--- config.mk ---
export PLATFORM = sky130hd
export DESIGN_NAME = if_id_buffer
export DESIGN_NICKNAME = d
export VERILOG_FILES = /design/src/rtl/if_id_buffer.sv
export SDC_FILE = /design/constraint.sdc
export NUM_CORES = 1
export LEC_CHECK = 0
export ABC_CLOCK_PERIOD_IN_PS = 20200
export CAP_MARGIN = 10
export CORE_ASPECT_RATIO = 0.8
export CORE_MARGIN = 5
export CORE_UTILIZATION = 41
export DETAILED_ROUTE_END_ITERATION = 8
export MAX_ROUTING_LAYER = met4
export PLACE_DENSITY = 0.7
export SLEW_MARGIN = 20
export SYNTH_ARGS = -nofsm -noshare
export SYNTH_HDL_FRONTEND = slang
export SYNTH_SLANG_ARGS = --single-unit
--- constraint.sdc ---
create_clock -name clk -period 20.2 [get_ports clk]
set_input_delay 2.02 -clock clk [delete_from_list [all_inputs] [get_ports clk]]
set_output_delay 2.02 -clock clk [all_outputs]
set_load 0.02 [all_outputs]
--- src/rtl/if_id_buffer.sv ---
// Fetch-to-decode skid FIFO: buffers up to DEPTH {instr, pc} beats and flushes on branch/jump.
// Optional stall/flush performance counters are compiled in with IF_ID_PERF_EN.
module if_id_buffer #(
  parameter int unsigned DEPTH     = 2,
  parameter logic [31:0] NOP_INSTR = 32'h0000_0013
) (
  input  logic                   clk,
  input  logic                   rst,
  input  logic [31:0]            i_if_instr,
  input  logic [63:0]            i_if_pc,
  input  logic                   i_if_valid,
  output logic                   o_if_ready,
  input  logic                   i_flush,
  output logic [31:0]            o_id_instr,
  output logic [63:0]            o_id_pc,
  output logic                   o_id_valid,
  input  logic                   i_id_ready,
  output logic [$clog2(DEPTH):0] o_count
`ifdef IF_ID_PERF_EN
  ,
  output logic [31:0]            o_stall_cnt,
  output logic [31:0]            o_flush_cnt
`endif
);

  localparam int unsigned PtrW = $clog2(DEPTH);
  localparam int unsigned CntW = PtrW + 1;
  localparam logic [CntW-1:0] CountFull = CntW'(DEPTH);

  logic [31:0]     instr_mem_q [DEPTH];
  logic [63:0]     pc_mem_q    [DEPTH];
  logic [PtrW-1:0] rd_ptr_q, rd_ptr_d;
  logic [PtrW-1:0] wr_ptr_q, wr_ptr_d;
  logic [CntW-1:0] count_q, count_d;
  logic            push, pop;

  // Handshake outputs depend on registered occupancy only.
  assign o_if_ready = (count_q != CountFull);
  assign o_id_valid = (count_q != '0);
  assign o_count    = count_q;

  assign push = i_if_valid & o_if_ready & ~i_flush;
  assign pop  = o_id_valid & i_id_ready & ~i_flush;

  always_comb begin
    o_id_instr = NOP_INSTR;
    o_id_pc    = '0;
    if (o_id_valid) begin
      o_id_instr = instr_mem_q[rd_ptr_q];
      o_id_pc    = pc_mem_q[rd_ptr_q];
    end
  end

  always_comb begin
    rd_ptr_d = rd_ptr_q;
    wr_ptr_d = wr_ptr_q;
    count_d  = count_q;
    if (i_flush) begin
      rd_ptr_d = '0;
      wr_ptr_d = '0;
      count_d  = '0;
    end else begin
      if (push) begin
        wr_ptr_d = wr_ptr_q + PtrW'(1);
      end
      if (pop) begin
        rd_ptr_d = rd_ptr_q + PtrW'(1);
      end
      if (push && !pop) begin
        count_d = count_q + CntW'(1);
      end else if (pop && !push) begin
        count_d = count_q - CntW'(1);
      end
    end
  end

  always_ff @(posedge clk) begin
    if (rst) begin
      rd_ptr_q <= '0;
      wr_ptr_q <= '0;
      count_q  <= '0;
    end else begin
      rd_ptr_q <= rd_ptr_d;
      wr_ptr_q <= wr_ptr_d;
      count_q  <= count_d;
    end
  end

  // Storage is not reset; occupancy alone decides what is visible.
  always_ff @(posedge clk) begin
    if (push && !rst) begin
      instr_mem_q[wr_ptr_q] <= i_if_instr;
      pc_mem_q[wr_ptr_q]    <= i_if_pc;
    end
  end

`ifdef IF_ID_PERF_EN
  logic [31:0] stall_cnt_q, stall_cnt_d;
  logic [31:0] flush_cnt_q, flush_cnt_d;

  always_comb begin
    stall_cnt_d = stall_cnt_q;
    flush_cnt_d = flush_cnt_q;
    if (i_if_valid && !o_if_ready && !i_flush && (stall_cnt_q != 32'hFFFF_FFFF)) begin
      stall_cnt_d = stall_cnt_q + 32'd1;
    end
    // Count only flushes that threw away a buffered or incoming beat.
    if (i_flush && (o_id_valid || i_if_valid) && (flush_cnt_q != 32'hFFFF_FFFF)) begin
      flush_cnt_d = flush_cnt_q + 32'd1;
    end
  end

  always_ff @(posedge clk) begin
    if (rst) begin
      stall_cnt_q <= '0;
      flush_cnt_q <= '0;
    end else begin
      stall_cnt_q <= stall_cnt_d;
      flush_cnt_q <= flush_cnt_d;
    end
  end

  assign o_stall_cnt = stall_cnt_q;
  assign o_flush_cnt = flush_cnt_q;
`else
  // Performance counters compiled out; core behaviour is unchanged.
`endif

endmodule

## Word level (Yosys, flattened, before mapping)

Memories as Yosys holds them, arrays and structs flattened. A register that Yosys moved wholly into a read port is not among the register bits.
Cells that the tools add are included.

- Equality and inequality tests: 1
- Mux-type cells: 10
- Bitwise gates (word level): 5
- Reductions and logical operators: 9
- Add/sub/neg operators: 4

Operators by type and width:

| operator | count |
|---|---|
| two-way mux 64 bit | 1 |
| two-way mux 32 bit | 1 |
| two-way mux 1 bit | 6 |
| AND 1 bit | 4 |
| two-way mux 2 bit | 2 |
| nonzero test 2 bit | 2 |
| logical AND 1 bit | 3 |
| logical NOT 1 bit | 3 |
| adder 1 bit, second input constant | 2 |
| adder 2 x 1 -> 2 bit, second input constant | 1 |
| != test 2 bit, second input constant | 1 |
| OR reduction 2 bit | 1 |
| subtractor 2 x 1 -> 2 bit, second input constant | 1 |
| NOT 1 bit | 1 |

- Word-level logic and storage cells: 34
- Input port bits: 101
- Memories: 2
- Flip-flop bits (word level): 4
- Output and inout bits: 100
- Memory bits (writable): 192

Memory list:

| memory | depth | width | read ports | clocked after Yosys merged registers in | wr ports | line | text |
|---|---|---|---|---|---|---|---|
| pc_mem_q | 2 | 64 | 1 | 1 | 1 | 31 | `logic [63:0] pc_mem_q [DEPTH];` |
| instr_mem_q | 2 | 32 | 1 | 1 | 1 | 30 | `logic [31:0] instr_mem_q [DEPTH];` |

## Depth between registers and ports, before layout

- Word-level depth: 7
- Gate-level depth with buffers: 7
- Mapped depth without buffers: 7

## Worst setup path before layout

No wires, ideal clock.

- Kind: in2reg
- Start point: input i_flush
- End point: memory instr_mem_q[0][0], enable pin
- Stages on the path: 3
- Setup time: 0.668 ns
- Buffers on the path: 1
- Slack: 10.573 ns
- Data required time: 19.532 ns
- Data arrival time: 8.958 ns
- Cells stage by stage: or2_2 clkbuf_1 nor3_1

- Word-level cells in the longest chain between the ends: 5

Ends and longest elaborated chain:

| item | line | text |
|---|---|---|
| start: declaration | 13 | `input logic i_flush,` |
| NOT 1 bit | 42 | `assign push = i_if_valid & o_if_ready & ~i_flush;` |
| AND 1 bit | 42 |  |
| logical AND 1 bit | 91 | `if (push && !rst) begin` |
| two-way mux 1 bit | 91 |  |
| two-way mux 1 bit (implied by the code) | 92 | `instr_mem_q[wr_ptr_q] <= i_if_instr;` |
| end: declaration | 30 |  |

Every way passes these cells.

==> run metrics <==
Antenna Cells=0; placed cell areas=9679 um^2; TritonCTS Sinks=197; vias per inst=4.759; Chip Width=161.1 um; Peak Freq=0.1919 GHz; post-cts resize count=0; pwr/cell area=83.81 nW/um^2; Worst-Margin Slew=0.9830 ns; fraction of layout cells with a size suffix above 1=5.991%; DRC=0; XOR/XNOR Fraction of Synth Area=0.3509%; Seq/Total Area, Yosys=78.34%; crit path DAT=3.19 ns; Leak Pwr=3.222 nW; CTS buffer count=17; Hold Worst Slack=0.5287 ns; Setup crit start kind=register; vias in the first global route=4,384; Slew Limit Fails=0; TritonCTS clock tree=done; global route overflow=0; Max clock buf depth=2; first-pass GRT wire length=23,030 um; RSZ-0062 raised after global routing=false; Placed Cells=849; Worst Setup Slack, final=14.99 ns; starting DRC count in detailed routing=283; status=complete, no violations; Post-Synth Adder-Cell Area=0.1671%; slew margin rel.=34.31%; Starting Density=41.46%; routed wire length=14,960 um; Post-Synth Simple-Gate Area=5.682%; Yosys warning count=0; Compound-Gate Fraction of Synth Area=0.3676%; Synth async-reset ratio=0%; Die Y=130.9 um; H-tree depth=4; count of final hold-check violations=0; R2R depth=4; RePlAce Congestion=0.8061; I/O Pins=201; design area=10,240 um^2; fin crit share=25.80%; setup TNS=0 ns; DR WL/cell=16.98 um; hold path depth=2; postcts setup bufs=0; clk_skew=0.008156 ns; worst vdd ir=0.00005368 V; pin count of the biggest net entering global routing=55; number of detailed-route iterations in the first pass=4; # rows=44; Post-synth EDFFs=192; dpl hpwl=10,030 um; commonest non-fill, non-tap cells in the layout=clkdlybuf4s50_1, edfxtp_1, nor2_1, mux2i_1, clkbuf_16; global router's overall resource usage=14.69%; crit path kind=register to primary output; Synth Flop Type=edfxtp_1; Hold WC Path Type=register to register; Die ar.=21,080 um^2; Post-Syn Nets=537; Syn Inst Count=435; ANT nets after route=0; #FFs+latches synth=197; Crit Path Max Fanout=51; Clock Pin Slew Worst Setup and Hold Paths=0.07 ns; Synth Cell Area=7487 um^2; Skew-Pair Late Insertion Delay=0.41 ns; pre-CTS setup slack=15.40 ns; core area=18,060 um^2; commonest non-fill, non-tap cell in the layout=clkdlybuf4s50_1; Netlist cell types=23; Hold Buf Count CTS=0; port bufs=200; initial antenna violation count=0; CTS root buf=clkbuf_16; post-synthesis mux area share=12.83%; max_cap viols=0; Avg Inst Size Synth=17.21 um^2; # fillers=1,406; Setup Viol. Count Final=0; Req. time, crit path=18.18 ns; Period minus WS final=5.211 ns; vias=4,193; Final Instance Count excl. Fillers=881; largest family of logic cells by synthesized area=multiplexers; P&R area growth vs syn=36.78%; Worst Setup End Kind=primary output; Nets=740
[power by group]
| group | switching, W | internal, W | leakage [nW] |
|---|---|---|---|
| Combinational | 0.0000383 | 0.0000399 | 1.16 |
| Sequential | 0.00000298 | 0.000457 | 1.78 |
| Clock | 0.000138 | 0.000182 | 0.274 |
[critical path: stages (launching register included)]
cell and delay [ns]:
dfxtp_4 0.88, buf_4 0.80, mux2i_1 0.17, nor2_1 0.21, clkdlybuf4s50_1 0.64
[per-stage QoR]
stage | utilization (%) | power (W)
5_1_grt | 56.71 | 0.0008902
3_5_place_dp | 53.60 | 0.0005476
2_1_floorplan | - | 0.0005025
6_report | 56.71 | 0.0008583
4_1_cts | 56.71 | 0.0008685
3_3_place_gp | 53.60 | 0.0005458
[metal layers]
metal	share of wire [%]	global-route usage, %	vias up
met5	0	-	-
met4	0.92	3.912	0
li1	-	-	2008
met3	7.1	4.421	13
met2	48	23.14	151
met1	44	18.90	2021
[cell type report]
type	instances	area, um^2	share of cell area (%)
flip-flops and latches	197	5869	57.31
repair buffers	206	2047	19.99
multi-input cells	214	1468	14.33
clock buffers	20	436.7	4.264
well taps	230	287.8	2.810
clock inverters	12	125.1	1.222
inverters	2	7.507	0.07330
[flip-flops by register name (all words and copies together) (netlist names), named ones only]
| name | count |
|---|---|
| instr_mem_q | 64 |
| o_count | 2 |
| pc_mem_q | 128 |
| rd_ptr_q | 1 |
| wr_ptr_q | 1 |
[Yosys cell counts (2+ instances only)]
| master | number | area [um^2] |
|---|---|---|
| a21oi_1 | 2 | 10.01 |
| buf_1 | 3 | 11.26 |
| buf_2 | 9 | 45.04 |
| buf_4 | 4 | 30.03 |
| buf_8 | 4 | 60.06 |
| dfxtp_1 | 5 | 100.1 |
| edfxtp_1 | 192 | 5766 |
| inv_1 | 2 | 7.510 |
| mux2i_1 | 96 | 960.9 |
| nand2_1 | 4 | 15.01 |
| nor2_1 | 97 | 364.1 |
| nor3_1 | 2 | 10.01 |
| o21ai_0 | 2 | 10.01 |
| or2_2 | 2 | 12.51 |
| xor2_1 | 3 | 26.28 |
[cells by family after synthesis]
family                     count (synthesis)
xor gates and xnor gates                   3
muxes                                     96
buffers and inverters                     24
adders and majority gates                  1
and+or+nand+nor                          109
DFF                                      197
AOI/OAI and AO/OA                          5
[path summary, 6_finish.rpt]
check,start,endpoint,slack (ns)
worst max-delay path,register,o_id_pc[63],14.99
worst min-delay path,rd_ptr_q,rd_ptr_q,0.53
worst max register to register,o_count[0],pc_mem_q[1][63],18.09
worst min register to register,rd_ptr_q,rd_ptr_q,0.53
(Power assumes the default switching activity.)
